`src/rtl/breakout_pkg.sv`:
```
// Shared definitions for the breakout game blocks.
// Holds screen geometry defaults, datapath widths and the paddle FSM state encoding.
// The state encoding doubles as the {right, left} "moving" output of paddle_motion.
package breakout_pkg;

  localparam int unsigned SCREEN_W     = 640;
  localparam int unsigned BORDER_WIDTH = 8;

  // Pixel coordinate width and the signed width used for clamp arithmetic
  localparam int unsigned PADDLE_X_W = 10;
  localparam int unsigned CLAMP_W    = PADDLE_X_W + 1;

  // Speed and frame counter width (both limited to 1..15)
  localparam int unsigned SPEED_W = 4;

  typedef enum logic [1:0] {
    StIdle  = 2'b00,
    StMoveL = 2'b01,
    StMoveR = 2'b10
  } paddle_state_e;

endpackage

```
`src/rtl/paddle_speed_ramp.sv`:
```
// Paddle speed ramp: counts consecutive moving frames and raises the speed by one
// after every ACCEL_FRAMES of them, saturating at MAX_SPEED.
//
// Ports:
//   clk, nRst   - clock, asynchronous active-low reset
//   clr         - synchronous return to speed 1 / count 0 (recenter or idle frame)
//   restart     - this frame reverses or starts a move; use speed 1 / count 0 for it
//   adv         - a moving frame is being processed this cycle
//   clamped     - the move of this frame hit a wall
//   speed       - speed to apply for the current frame's move
module paddle_speed_ramp
  import breakout_pkg::*;
#(
  parameter int unsigned MAX_SPEED    = 4,
  parameter int unsigned ACCEL_FRAMES = 4
) (
  input  logic               clk,
  input  logic               nRst,
  input  logic               clr,
  input  logic               restart,
  input  logic               adv,
  input  logic               clamped,
  output logic [SPEED_W-1:0] speed
);

  logic [SPEED_W-1:0] speed_q, speed_d, speed_base;
  logic [SPEED_W-1:0] cnt_q, cnt_d, cnt_base;

  always_comb begin
    // A restart takes effect before the frame's move, so the move already sees speed 1
    speed_base = restart ? SPEED_W'(1) : speed_q;
    cnt_base   = restart ? '0 : cnt_q;
    speed_d    = speed_q;
    cnt_d      = cnt_q;
    if (clr) begin
      speed_d = SPEED_W'(1);
      cnt_d   = '0;
    end else if (adv) begin
      if (clamped) begin
        speed_d = SPEED_W'(1);
        cnt_d   = '0;
      end else if (cnt_base == SPEED_W'(ACCEL_FRAMES - 1)) begin
        cnt_d   = '0;
        speed_d = (speed_base >= SPEED_W'(MAX_SPEED)) ? SPEED_W'(MAX_SPEED)
                                                      : speed_base + SPEED_W'(1);
      end else begin
        cnt_d   = cnt_base + SPEED_W'(1);
        speed_d = speed_base;
      end
    end
  end

  always_ff @(posedge clk or negedge nRst) begin
    if (!nRst) begin
      speed_q <= SPEED_W'(1);
      cnt_q   <= '0;
    end else begin
      speed_q <= speed_d;
      cnt_q   <= cnt_d;
    end
  end

  assign speed = speed_base;

endmodule

```
`src/rtl/paddle_motion.sv`:
```
// Breakout paddle motion controller. Once per video frame it reads the buttons,
// applies any latched shrink request, moves the paddle and clamps it to the walls.
// recenter restores the paddle immediately, independent of the frame timing.
//
// Ports:
//   clk, nRst     - clock, asynchronous active-low reset
//   frame_pulse   - one-cycle pulse per video frame
//   button_left   - level, move left
//   button_right  - level, move right
//   shrink        - one-cycle shrink request, applied at the next frame
//   recenter      - one-cycle request to restore width, position and speed
//   paddle_x      - left edge of the paddle (registered)
//   paddle_w      - current paddle width (registered)
//   moving        - {right, left} of the current FSM state (registered)
//
// Build option: define PADDLE_ACCEL_EN to enable the speed ramp (paddle_speed_ramp);
// otherwise the paddle always moves MAX_SPEED pixels per frame.
module paddle_motion #(
  parameter int unsigned SCREEN_W         = breakout_pkg::SCREEN_W,
  parameter int unsigned BORDER_WIDTH     = breakout_pkg::BORDER_WIDTH,
  parameter int unsigned PADDLE_WIDTH_MAX = 99,
  parameter int unsigned PADDLE_WIDTH_MIN = 49,
  parameter int unsigned MAX_SPEED        = 4,
  parameter int unsigned ACCEL_FRAMES     = 4
) (
  input  logic       clk,
  input  logic       nRst,
  input  logic       frame_pulse,
  input  logic       button_left,
  input  logic       button_right,
  input  logic       shrink,
  input  logic       recenter,
  output logic [9:0] paddle_x,
  output logic [9:0] paddle_w,
  output logic [1:0] moving
);

  import breakout_pkg::*;

  localparam logic [PADDLE_X_W-1:0] CenterX = PADDLE_X_W'((SCREEN_W - PADDLE_WIDTH_MAX) >> 1);
  localparam logic [PADDLE_X_W-1:0] WidthMax = PADDLE_X_W'(PADDLE_WIDTH_MAX);
  localparam logic [PADDLE_X_W-1:0] WidthMin = PADDLE_X_W'(PADDLE_WIDTH_MIN);

  paddle_state_e           state_q, state_nxt;
  logic [PADDLE_X_W-1:0]   x_q, w_q;
  logic                    shrink_pend_q;

  logic [PADDLE_X_W-1:0]   x_sh, w_sh, x_mv;
  logic [SPEED_W-1:0]      speed;
  logic signed [CLAMP_W-1:0] x_s, tgt, lim_lo, lim_hi;
  logic                    move_en, clamped;

  // Shrink first (recentring the narrower paddle), then decode direction and move.
  always_comb begin
    x_sh = x_q;
    w_sh = w_q;
    if ((shrink_pend_q || shrink) && (w_q != WidthMin)) begin
      w_sh = WidthMin;
      x_sh = x_q + ((w_q - WidthMin) >> 1);
    end

    unique case ({button_right, button_left})
      2'b01:   state_nxt = StMoveL;
      2'b10:   state_nxt = StMoveR;
      default: state_nxt = StIdle;
    endcase
    move_en = (state_nxt != StIdle);

    // Signed arithmetic one bit wider than the coordinate so nothing wraps
    x_s    = signed'({1'b0, x_sh});
    lim_lo = signed'(CLAMP_W'(BORDER_WIDTH));
    lim_hi = signed'(CLAMP_W'(SCREEN_W - BORDER_WIDTH)) - signed'({1'b0, w_sh});
    unique case (state_nxt)
      StMoveL: tgt = x_s - signed'(CLAMP_W'(speed));
      StMoveR: tgt = x_s + signed'(CLAMP_W'(speed));
      default: tgt = x_s;
    endcase

    clamped = 1'b0;
    x_mv    = tgt[PADDLE_X_W-1:0];
    if (tgt < lim_lo) begin
      clamped = move_en;
      x_mv    = lim_lo[PADDLE_X_W-1:0];
    end else if (tgt > lim_hi) begin
      clamped = move_en;
      x_mv    = lim_hi[PADDLE_X_W-1:0];
    end
  end

`ifdef PADDLE_ACCEL_EN
  logic ramp_clr, ramp_restart, ramp_adv;

  assign ramp_clr     = recenter || (frame_pulse && !move_en);
  assign ramp_restart = move_en && (state_nxt != state_q);
  assign ramp_adv     = frame_pulse && move_en;

  paddle_speed_ramp #(
    .MAX_SPEED   (MAX_SPEED),
    .ACCEL_FRAMES(ACCEL_FRAMES)
  ) u_ramp (
    .clk    (clk),
    .nRst   (nRst),
    .clr    (ramp_clr),
    .restart(ramp_restart),
    .adv    (ramp_adv),
    .clamped(clamped),
    .speed  (speed)
  );
`else
  assign speed = SPEED_W'(MAX_SPEED);
`endif

  always_ff @(posedge clk or negedge nRst) begin
    if (!nRst) begin
      state_q       <= StIdle;
      x_q           <= CenterX;
      w_q           <= WidthMax;
      shrink_pend_q <= 1'b0;
    end else if (recenter) begin
      state_q       <= StIdle;
      x_q           <= CenterX;
      w_q           <= WidthMax;
      shrink_pend_q <= 1'b0;
    end else if (frame_pulse) begin
      state_q       <= state_nxt;
      x_q           <= x_mv;
      w_q           <= w_sh;
      shrink_pend_q <= 1'b0;
    end else if (shrink) begin
      shrink_pend_q <= 1'b1;
    end
  end

  assign paddle_x = x_q;
  assign paddle_w = w_q;
  // State encoding is the {right, left} direction, so this stays a pure register output
  assign moving   = state_q;

endmodule

```
`config.mk`:
```
export PLATFORM = sky130hd
export DESIGN_NAME = paddle_motion
export DESIGN_NICKNAME = d
export VERILOG_FILES = /design/src/rtl/breakout_pkg.sv /design/src/rtl/paddle_speed_ramp.sv /design/src/rtl/paddle_motion.sv
export SDC_FILE = /design/constraint.sdc
export NUM_CORES = 1
export LEC_CHECK = 0
export ABC_AREA = 1
export CAP_MARGIN = 20
export CORE_MARGIN = 4
export CORE_UTILIZATION = 46
export CTS_BUF_LIST = sky130_fd_sc_hd__clkbuf_8
export CTS_CLUSTER_DIAMETER = 100
export DETAILED_ROUTE_END_ITERATION = 12
export DONT_BUFFER_PORTS = 1
export SLEW_MARGIN = 25
export SYNTH_ARGS = -nofsm -noshare
export SYNTH_HDL_FRONTEND = slang
export SYNTH_SLANG_ARGS = --single-unit
```
`constraint.sdc`:
```
create_clock -name clk -period 5.6 [get_ports clk]
set_clock_uncertainty 0.05 [all_clocks]
set_input_delay 0.56 -clock clk [delete_from_list [all_inputs] [get_ports clk]]
set_output_delay 0.56 -clock clk [all_outputs]
set_load 0.05 [all_outputs]
```
# After elaboration in Yosys (flattened, before gate mapping)
# Cells that the tools add are included.
[op_classes] add_sub_neg=5 n_mul=0 div_mod_pow=0 order_cmp=2 n_eq_ne=5 shifts=0 mux=15 bitwise=0 reduce_logical=4
[op_table] op="10-bit 2-to-1 mux" n=8
[op_table] op="11-bit case mux with 2 select lines" n=1
[op_table] op="10-bit by 3-bit adder with 11-bit output, second input constant" n=1
[op_table] op="11-bit > comparator" n=1
[op_table] op="11-bit by 5-bit less-than comparator with 1-bit output, second input constant" n=1
[op_table] op="10-bit by 10-bit subtractor with 11-bit output, first input constant" n=1
[op_table] op="10-bit by 3-bit subtractor with 11-bit output, second input constant" n=1
[op_table] op="10-bit by 9-bit adder with 10-bit output" n=1
[op_table] op="10-bit by 6-bit != test with 1-bit output, second input constant" n=1
[op_table] op="10-bit by 6-bit subtractor with 10-bit output, second input constant" n=1
[op_table] op="2-bit by 1-bit equality test with 1-bit output, second input constant" n=2
[op_table] op="2-bit equality test, second input constant" n=2
[op_table] op="2-bit 2-to-1 mux" n=2
[op_table] op="2-bit case mux with 2 select lines" n=1
[op_table] op="1-bit 2-to-1 mux" n=3
[op_table] op="3-bit nonzero test" n=1
[op_table] op="2-bit nonzero test" n=1
[op_table] op="1-bit logical AND" n=1
[op_table] op="1-bit logical OR" n=1
[word_totals] regBits=23 latchBits=0 ramBits=0 mem_bits_ro=0 output_inout_bits=22 elab_cells=35 mem_count=0

# Longest topological paths before layout
# Gate-level depths: netlist of the first run.
[depth] ltp_word=10 mapped_depth=44

# Least setup slack after synthesis of the first run
# Ideal clock, no wire load.
[synth_timing] kind="reg2reg" from="register w_q[0], in the netlist paddle_w[0]" to="register x_q[6], in the netlist paddle_x[6]" setup_ps=118 arrival_ps=5091 t_required_ps=5432 slack_ps=341 path_stages_with_launch=41 path_buffers=2 cell_sequence="dfstp_2 inv_1 ha_1 nand2_1 xor2_1 inv_1 ha_1 nand2_1 o21bai_1 nand3_1 nand2_1 nand3_1 nand2_1 inv_1 ha_1 nand2_1 o21ai_1 nand2_1 [... 5 more ...] a21oi_1 or2_1 nand3_1 buf_2 inv_1 ha_1 nand2_1 nor4_1 nand2_1 nand4_1 nand2_1 nand2_2 inv_1 buf_4 o21ai_0 a21oi_1 nand3_1 nand2_1"
[synth_between] elab_chain_len=10
[synth_rtl] element="from (decl)" line_no="paddle_motion.sv:45" source="logic [PADDLE_X_W-1:0] x_q, w_q;"
[synth_rtl] element="from (signal assigned)" line_no="paddle_motion.sv:117" source="w_q <= WidthMax;"
[synth_rtl] element="from (signal assigned)" line_no="paddle_motion.sv:122" source="w_q <= WidthMax;"
[synth_rtl] element="from (signal assigned)" line_no="paddle_motion.sv:127" source="w_q <= w_sh;"
[synth_rtl] element="10-bit by 6-bit subtractor with 10-bit output or 10-bit by 6-bit != test with 1-bit output (tied branches)" line_no="paddle_motion.sv:59, paddle_motion.sv:57"
[synth_rtl] element="10-bit by 9-bit adder with 10-bit output or 1-bit logical AND (tied branches)" line_no="paddle_motion.sv:59, paddle_motion.sv:57"
[synth_rtl] element="10-bit 2-to-1 mux" line_no="paddle_motion.sv:57" source="if ((shrink_pend_q || shrink) && (w_q != WidthMin)) begin"
[synth_rtl] element="10-bit by 3-bit adder with 11-bit output or 10-bit by 3-bit subtractor with 11-bit output (tied branches)" line_no="paddle_motion.sv:75, paddle_motion.sv:74"
[synth_rtl] element="11-bit case mux with 2 select lines" line_no="paddle_motion.sv:73" source="unique case (state_nxt)"
[synth_rtl] element="11-bit > comparator" line_no="paddle_motion.sv:84" source="end else if (tgt > lim_hi) begin"
[synth_rtl] element="10-bit 2-to-1 mux" line_no="paddle_motion.sv:84"
[synth_rtl] element="10-bit 2-to-1 mux *" line_no="paddle_motion.sv:81" source="if (tgt < lim_lo) begin"
[synth_rtl] element="10-bit 2-to-1 mux *" line_no="paddle_motion.sv:124" source="end else if (frame_pulse) begin"
[synth_rtl] element="10-bit 2-to-1 mux *" line_no="paddle_motion.sv:119" source="end else if (recenter) begin"
[synth_rtl] element="to (signal assigned)" line_no="paddle_motion.sv:116" source="x_q <= CenterX;"
[synth_rtl] element="to (signal assigned)" line_no="paddle_motion.sv:121" source="x_q <= CenterX;"
[synth_rtl] element="to (signal assigned)" line_no="paddle_motion.sv:126" source="x_q <= x_mv;"
[synth_rtl] element="to (decl)" line_no="paddle_motion.sv:45"
# Every way passes the cells marked *; elsewhere a longest branch is shown, timed or not. The select of a mux whose other input is x is not followed.
# A chain may end at the register's enable or synchronous reset.

# Final worst setup path of the first run
[layout_timing] from="register w_q[0], in the netlist paddle_w[0]" to="register x_q[4], in the netlist paddle_x[4]"
# The elaborated chain is that of the path after synthesis.

==> flow_summary.toml, run 1 <==
[timing]
hold_viol_final = 0
tightest_slew_ps = 805
rsz0062_at_grt = "no"
finalCritPeriodShare_pct = 91.6
fmax_mhz = 195
maxSlewHeadroom_pct = 46.1
fin_hold_ws_ps = 59.2
setup_tns_ps = 0
fin_crit_ps = 5130
setup_violations = 0
drv_slew = 0
setup_ws_ps = 472

[global_routing]
antenna_found_initial = 0
grt_pass1_wl_mm = 13.8
grt_pass1_vias = 2857
grt_use_met3_pct = 3.10
grt_max_degree = 20
grt_overflow = 0
busiest_layer = "met2"
gr-usage-met1_pct = 31.0
track_usage_pct = 23.0
grt_use_met2_pct = 39.6

[logic_synthesis]
async_flop_share_pct = 100
avgSynthCellArea_um2 = 6.53
ys.flop_type = "dfrtp_1"
seq_area_frac_synth_pct = 19.8
synth_edf_count = 0
netlist_area_um2 = 2950
yosysWarnings = 0
syn-num-nets = 494
ys_seq_elements = 23
synthCells = 452
yosysUniqueCellTypes = 40

[routing]
drc = 0
first_pass_iters = 4
drt_iter0_drc = 163
vias = 2860
viasPerCell = 5.30
wl_mm = 8.29
antenna_left = 0
wl_per_cell_um = 15.3

[pwr]
pwr_density_cell_nw_per_um2 = 354
p_int_mw = 0.538
p_clk_share_pct = 9.8
seq_power_share_pct = 23.0
p_switching_mw = 0.630
p_comb_share_pct = 67.2
p_leak_nw = 1.75
p_total_mw = 1.17
switching_share_pct = 53.9
peakVddDrop_mv = 0.179

[clocking]
root_buffer = "clkbuf_8"
clockBufferDepth = 2
cts_setup_buffers = 0
htree_levels = 1
clk_pin_slew_worst_paths_ps = 90
worstSkewPairLatency_ps = 280
cts_buffers = 3
cts_tree = "yes"
clock-sinks = 23

[cells_and_area]
most-common-layout-cells = "126 x nand2_1, 63 x inv_1, 40 x nand3_1, 35 x nor2_1, 24 x ha_1"
fin_area_um2 = 3300
seqCellArea_um2 = 586
final_common_cell = "nand2_1"
synthToLayoutAreaGrowth_pct = 11.9
multi_input_area_um2 = 2190
drive_gt1_share_pct = 16.6
antenna-diode-count = 0
nNetsFinal = 508
fillCellCount = 629

[worst_setup_path]
crit_path_end = "paddle_x[4]"
worstSetupPathType = "register to register"
slowest_delay_ps = 540
end_kind = "register"
startpoint_type = "register"
r2r_cells = 35
arrival_ps = 5300
timing.rr.start = "paddle_w[0]"
r2r-end = "paddle_x[4]"
startpoint = "paddle_w[0]"
reg2reg_slack_ps = 470
worstPathRequired_ps = 5770
crit_fanout = 9
path_common_cell = "nand2_1"
slowest_stage = "dfstp_2"

[worst_hold_path]
hp-class = "input port to async pin"

[floorplanning]
die_y_um = 88.1
io_pins = 29
die_width_um = 88.1
die_area_um2 = 7770
coreArea_um2 = 6060
initial_core_util_pct = 48.7
std_cell_rows = 28

[placement]
finalWeightedCongestion = 0.898
place_hpwl_mm = 6.57
pre_cts_slack_ps = 213
placed_area_um2 = 3120
io_buffers = 0

[run_status]
status = "complete, no violations"

[run]
cap_viol_max_count = 0
[power groups by stage]
stage	sequential (mW)	combinational [mW]	clock (mW)
5_1_grt	0.273	0.892	0.122
2_1_floorplan	0.292	0.550	0
3_5_place_dp	0.270	0.730	0
6_report	0.269	0.786	0.114
4_1_cts	0.267	0.737	0.118
3_3_place_gp	0.270	0.724	0
[worst min path at each step]
stage	from	to	cells after the start
finish	nRst	paddle_w[0]	0
global route	nRst	paddle_w[6]	0
CTS	nRst	paddle_w[6]	0
detailed placement	nRst	paddle_w[2]	0
global placement	nRst	paddle_w[3]	0
floorplan	nRst	moving[0]	0
[area by class of cell]
type	count	share of cell area [%]
repair buffers	16	3.83
clock inverters	1	0.227
clock buffers	3	1.25
well taps	75	2.84
flip-flops and latches	23	17.7
inverters	69	7.95
multi-input cells	353	66.2
[through the flow]
stage / cells / utilization (%)
after floorplan: 452 / -
after global placement: 535 / 51.5
after detailed placement: 535 / 51.5
after CTS: 540 / 52.4
after global routing: 540 / 54.5
final: 540 / 54.5
[synth_stat cells, types with 2 or more instances]
cell type | n | area (µm²)
o21ai_0 | 18 | 90.1
inv_2 | 4 | 15.0
o21ai_1 | 3 | 15.0
nor2_4 | 3 | 33.8
nand2_2 | 12 | 75.1
or2_2 | 3 | 18.8
nor2_2 | 2 | 12.5
dfstp_2 | 8 | 210
a21oi_1 | 23 | 115
nor2_1 | 35 | 131
ha_1 | 33 | 413
nand2_4 | 2 | 22.5
nand3_2 | 6 | 60.1
nand4_1 | 8 | 50.1
inv_1 | 64 | 240
o21a_1 | 4 | 30.0
nand2_1 | 126 | 473
fa_1 | 2 | 40.0
xnor2_1 | 2 | 17.5
buf_2 | 2 | 10.0
buf_4 | 3 | 22.5
nand3b_1 | 5 | 37.5
a21boi_0 | 2 | 15.0
or2_1 | 3 | 18.8
nand3_1 | 40 | 200
a22o_1 | 2 | 17.5
dfrtp_1 | 15 | 375
xor2_1 | 10 | 87.6
[sequential cells by signal, summed over array words and instances (netlist names)]
name           cells
shrink_pend_q      1
paddle_x          10
paddle_w          10
moving             2
[worst max-delay path: cells and delay by family, from the launching register on]
| family | cells | cell delay [ps] |
|---|---|---|
| buf+inv | 5 | 400 |
| flops | 1 | 540 |
| xor+xnor | 1 | 250 |
| simple gates | 21 | 2020 |
| fa+ha+maj | 4 | 1150 |
| compound gates | 4 | 650 |
[logic make-up (layout without fill, tap and decap cells)]
group	count (synthesis)	in the layout	synth area share, %
simple gates	249	249	40.0
flops	23	23	19.8
xor+xnor	12	12	3.56
compound gates	57	57	11.1
buf+inv	76	89	10.1
fa+ha+maj	35	35	15.3
[what timing repair did]
item | 4_1_cts | 5_1_grt
gates resized for setup | 0 | 19
hold endpoints to repair | 15 | 0
setup endpoints to repair | 0 | 10
hold buffers | 1 | 0
[routing by layer]
metal  wire (µm)  vias up
li1            -     1488
met2        3900       61
met5           0        -
met1        3900     1304
met3         396        7
met4          82        0
(Power assumes the default switching activity.)
==> inputs of run 2 (changes only) <==
- ABC_AREA: 1 -> 0
==> run 2 against run 1 <==
Global-route usage fell by 1.9 points; non-clock buffer count increased by 22; power increased by 78%; via count fell by 16%; maximum frequency fell by 4.6%; largest cell class unchanged; highest routed layer unchanged.
==> flow_summary.toml, run 2 <==
[timing]
fmax_mhz = 186
setup_tns_ps = 0
maxSlewHeadroom_pct = 44.2
finalCritPeriodShare_pct = 96.0
hold_viol_final = 0
fin_hold_ws_ps = 61.2
fin_crit_ps = 5380
drv_slew = 0
tightest_slew_ps = 837
setup_violations = 0

[clocking]
clockBufferDepth = 2
cts_tree = "yes"
htree_levels = 1
root_buffer = "clkbuf_8"
cts_buffers = 3
clock-sinks = 23
worstSkewPairLatency_ps = 280
clk_pin_slew_worst_paths_ps = 90

[pwr]
p_total_mw = 2.08
peakVddDrop_mv = 0.275
pwr_density_cell_nw_per_um2 = 636
p_leak_nw = 1.47

[logic_synthesis]
synth_edf_count = 0
yosysTopAreaCellShare_pct = 15.4
yosysWarnings = 0
synth_top_area_cell = "ha_1"
ys_seq_elements = 23
async_flop_share_pct = 100
netlist_area_um2 = 2680
syn-num-nets = 361
yosysUniqueCellTypes = 48
synthTopCellsByCount = "37 x nand2_1, 33 x ha_1, 26 x nor2_1"
avgSynthCellArea_um2 = 8.39
synthCells = 319
seq_area_frac_synth_pct = 21.9
yosys-top-cells-area = "ha_1 15%, dfrtp_1 14%, dfstp_2 7.9%"
ys.flop_type = "dfrtp_1"
synth.most_common_cell = "nand2_1"

[cells_and_area]
fin_util_pct = 58.7
multi_input_area_um2 = 2170
final_cell_count_no_fill = 421
seqCellArea_um2 = 587
most-common-layout-cells = "35 x nand2_1, 35 x buf_4, 28 x ha_1, 24 x nor2_1, 19 x inv_1"
fillCellCount = 517
drive_gt1_share_pct = 28.7
antenna-diode-count = 0
synthToLayoutAreaGrowth_pct = 22.4
nNetsFinal = 392

[routing]
vias = 2411
wl_per_cell_um = 18.0
antenna_left = 0
first_pass_iters = 4
viasPerCell = 5.73
wl_mm = 7.59
drc = 0
drt_iter0_drc = 120

[worst_setup_path]
end_kind = "register"
worstSetupPathType = "register to register"
crit_buf_inv = 4
cp_top_family = "compound AO/OA/AOI/OAI gates"
slowest_stage = "dfstp_2"
crit_fanout = 5
startpoint_type = "register"
crit_cells = 27
worstPathRequired_ps = 5770
slowest_delay_ps = 590
r2r_cells = 27
arrival_ps = 5540

[run_status]
status = "complete, no violations"

[floorplanning]
std_cell_rows = 27
die_area_um2 = 7100
io_pins = 29
coreArea_um2 = 5570
die_width_um = 84.3
initial_core_util_pct = 48.0
die_y_um = 84.3

[placement]
place_hpwl_mm = 5.92
io_buffers = 0
finalWeightedCongestion = 0.873
place_inst = 409

[global_routing]
grt_overflow = 0
antenna_found_initial = 0
grt_pass1_wl_mm = 12.1
grt_pass1_vias = 2390
track_usage_pct = 21.1
grt_max_degree = 21

[worst_hold_path]
hp-class = "input port to async pin"

[run]
cap_viol_max_count = 0
run 2: cell count changes in the layout (fill, tap and decap cells not counted), moves of 9 or more:
cell,previous run,this run
nand2_2,12,2
a21o_1,0,9
xnor2_1,1,13
inv_1,63,19
mux2i_1,0,12
nand2_1,126,35
o21ai_0,17,7
nand3_1,40,7
nor2_1,35,24
buf_4,14,35
run 2: per-layer routing:
layer  global-route usage [%]  vias to the layer above  wire (µm)
met3                     3.14                       11        289
met1                     29.1                     1164       3500
li1                         -                     1187          -
met2                     35.5                       49       3700
met4                     3.07                        0        110
met5                        0                        -          0
run 2: cell families after synthesis:
kind of cell / after synthesis / share of synthesized area, %
simple gates: 101 / 18.1
compound gates: 78 / 20.8
buf+inv: 35 / 5.33
fa+ha+maj: 35 / 16.9
xor+xnor: 27 / 8.84
flops: 23 / 21.9
mux: 20 / 8.09
run 2: layout make-up:
class | count | area share, %
Clock buffer | 3 | 1.26
Timing Repair Buffer | 38 | 9.02
Tap cell | 72 | 2.75
Clock inverter | 1 | 0.229
Multi-Input combinational cell | 261 | 66.2
Sequential cell | 23 | 17.9
Inverter | 23 | 2.64
run 2: report_power, final:
group / internal [mW] / total [mW] / leakage (nW) / switching [mW]
Combinational: 0.783 / 1.64 / 1.17 / 0.861
Sequential: 0.204 / 0.327 / 0.287 / 0.123
Clock: 0.0506 / 0.112 / 0.0217 / 0.0610
run 2: final timing paths:
kind	startpoint	endpoint	slack [ps]
worst max-delay path	paddle_w[0]	paddle_x[6]	220
worst min-delay path	nRst	paddle_w[5]	60
worst max register to register	paddle_w[0]	paddle_x[6]	220
worst min register to register	paddle_w[0]	paddle_w[0]	490
max in group asynchronous	nRst	paddle_w[2]	4280
min in group clk	recenter	paddle_w[4]	280
run 2: per-stage QoR:
stage / area, µm² / setup WS, ps
finish: 3270 / 225
global route: 3270 / -50.3
CTS: 3050 / 0.115
detailed placement: 2970 / -199
global placement: 2970 / -90.5
floorplan: 2710 / 0.746
run 2: timing repair:
| action | CTS | global route |
|---|---|---|
| setup buffers | 0 | 6 |
| hold endpoints to repair | 15 | 0 |
| gates cloned | 0 | 1 |
| setup endpoints to repair | 10 | 10 |
| gates resized for setup | 4 | 41 |
| hold buffers | 1 | 0 |
| pin swaps | 1 | 23 |
==> inputs of run 3 (changes only) <==
- CELL_PAD_IN_SITES_DETAIL_PLACEMENT: default -> 1
- CELL_PAD_IN_SITES_GLOBAL_PLACEMENT: default -> 1
- CORE_UTILIZATION: 46 -> 45
- PLACE_DENSITY_LB_ADDON: default -> 0.1
==> run 3 against run 2 <==
Power rose by 14%; via count rose by 8.3%; critical path depth rose by 1; routed wire length rose by 23%; setup slack got worse by 80 ps; clock-buffer cell count did not move; combinational power rose by 21%.
==> flow_summary.toml, run 3 (same netlist as run 2, synthesis figures left out) <==
[worst_setup_path]
slowest_delay_ps = 560
reg2reg_slack_ps = 140
arrival_ps = 5610
timing.rr.start = "paddle_w[0]"
crit_fanout = 5
worstSetupPathType = "register to register"
r2r-end = "paddle_x[5]"
worstPathRequired_ps = 5760
r2r_cells = 28
startpoint_type = "register"
end_kind = "register"
slowest_stage = "dfstp_2"

[global_routing]
grt_use_met3_pct = 2.82
grt_pass1_wl_mm = 14.2
grt_max_degree = 21
antenna_found_initial = 0
grt_overflow = 0
busiest_layer = "met2"
grt_use_met2_pct = 42.7
track_usage_pct = 24.5
gr-usage-met1_pct = 32.0
grt_pass1_vias = 2694

[floorplanning]
std_cell_rows = 27
die_area_um2 = 7240
coreArea_um2 = 5640
initial_core_util_pct = 47.4
io_pins = 29
die_y_um = 85.1
die_width_um = 85.1

[timing]
fin_crit_ps = 5460
fmax_mhz = 183
maxSlewHeadroom_pct = 39.6
hold_viol_final = 0
fin_hold_ws_ps = 72.7
drv_slew = 0
setup_ws_ps = 145
finalCritPeriodShare_pct = 97.4
setup_violations = 0
tightest_slew_ps = 906

[cells_and_area]
fin_util_pct = 61.8
final_common_cell = "buf_4"
synthToLayoutAreaGrowth_pct = 30.3
nNetsFinal = 409
seqCellArea_um2 = 587
antenna-diode-count = 0
most-common-layout-cells = "53 x buf_4, 35 x nand2_1, 25 x ha_1, 21 x nor2_1, 20 x inv_1"
drive_gt1_share_pct = 35.5
multi_input_area_um2 = 2260
fin_area_um2 = 3480
final_cell_count_no_fill = 438
fillCellCount = 655

[placement]
place_inst = 418
finalWeightedCongestion = 0.915
pre_cts_slack_ps = -314
place_hpwl_mm = 6.81
io_buffers = 0
placed_area_um2 = 3030

[run_status]
status = "complete, no violations"

[routing]
viasPerCell = 5.96
antenna_left = 0
first_pass_iters = 4
vias = 2611
wl_mm = 9.36
drt_iter0_drc = 105
drc = 0
wl_per_cell_um = 21.4

[pwr]
pwr_density_cell_nw_per_um2 = 679
p_leak_nw = 1.57
peakVddDrop_mv = 0.369

[clocking]
root_buffer = "clkbuf_8"
cts_tree = "yes"
clockBufferDepth = 2
cts_buffers = 3
clk_pin_slew_worst_paths_ps = 90
htree_levels = 1
clock-sinks = 23
worstSkewPairLatency_ps = 270

[run]
cap_viol_max_count = 0

[worst_hold_path]
hp-class = "input port to async pin"
## run 3: worst max-delay path by stage
stage                 from          end  slack [ps]  cells after the start
6_report       paddle_w[0]  paddle_x[5]         140                     28
2_1_floorplan  paddle_w[2]  paddle_x[1]         0.7                     24
4_1_cts        paddle_w[0]  paddle_x[1]          40                     26
5_1_grt        paddle_w[0]  paddle_x[5]        -110                     26
3_5_place_dp   paddle_w[2]  paddle_x[4]        -310                     24
3_3_place_gp   paddle_w[2]  paddle_x[4]        -240                     24
## run 3: final cells by class
type / count / share of cell area [%]
clock buffer: 3 / 1.18
inverter: 23 / 2.48
multi-input combinational: 261 / 64.7
sequential: 23 / 16.8
timing repair buffer: 55 / 12.0
clock inverter: 1 / 0.144
tap: 72 / 2.59
## run 3: critical path: cells and delay by family, from the launching register on
kind	cells	cell delay, ps
buf+inv	6	780
simple gates	5	660
mux	1	260
flops	1	560
fa+ha+maj	4	1140
xor+xnor	3	520
compound gates	9	1430
## run 3: through the flow
stage / total power [mW] / TNS [ps]
floorplan: 1.34 / 0
global placement: 1.76 / -1730
detailed placement: 1.80 / -2560
CTS: 2.03 / 0
global route: 2.55 / -805
finish: 2.37 / 0
## run 3: metal layers
metal / vias up / share of wire [%]
met5: - / 0
met4: 0 / 2.8
met3: 23 / 4.9
met2: 73 / 50
met1: 1295 / 42
li1: 1220 / -
## run 3: power breakdown
| part | leakage (nW) | internal, mW | total, mW | switching [mW] |
|---|---|---|---|---|
| Clock | 0.0255 | 0.0497 | 0.106 | 0.0560 |
| Sequential | 0.287 | 0.204 | 0.269 | 0.0650 |
| Combinational | 1.26 | 0.927 | 1.99 | 1.06 |
| Total | 1.57 | 1.18 | 2.37 | 1.19 |
## run 3: what timing repair did
| item | CTS | global route |
|---|---|---|
| resized for setup | 17 | 43 |
| hold buffers | 1 | 0 |
| buffers inserted | 5 | 9 |
| pin swaps | 12 | 32 |
| gates cloned | 0 | 1 |
| endpoints found under the hold margin | 15 | 0 |
| endpoints found under the setup margin | 10 | 10 |
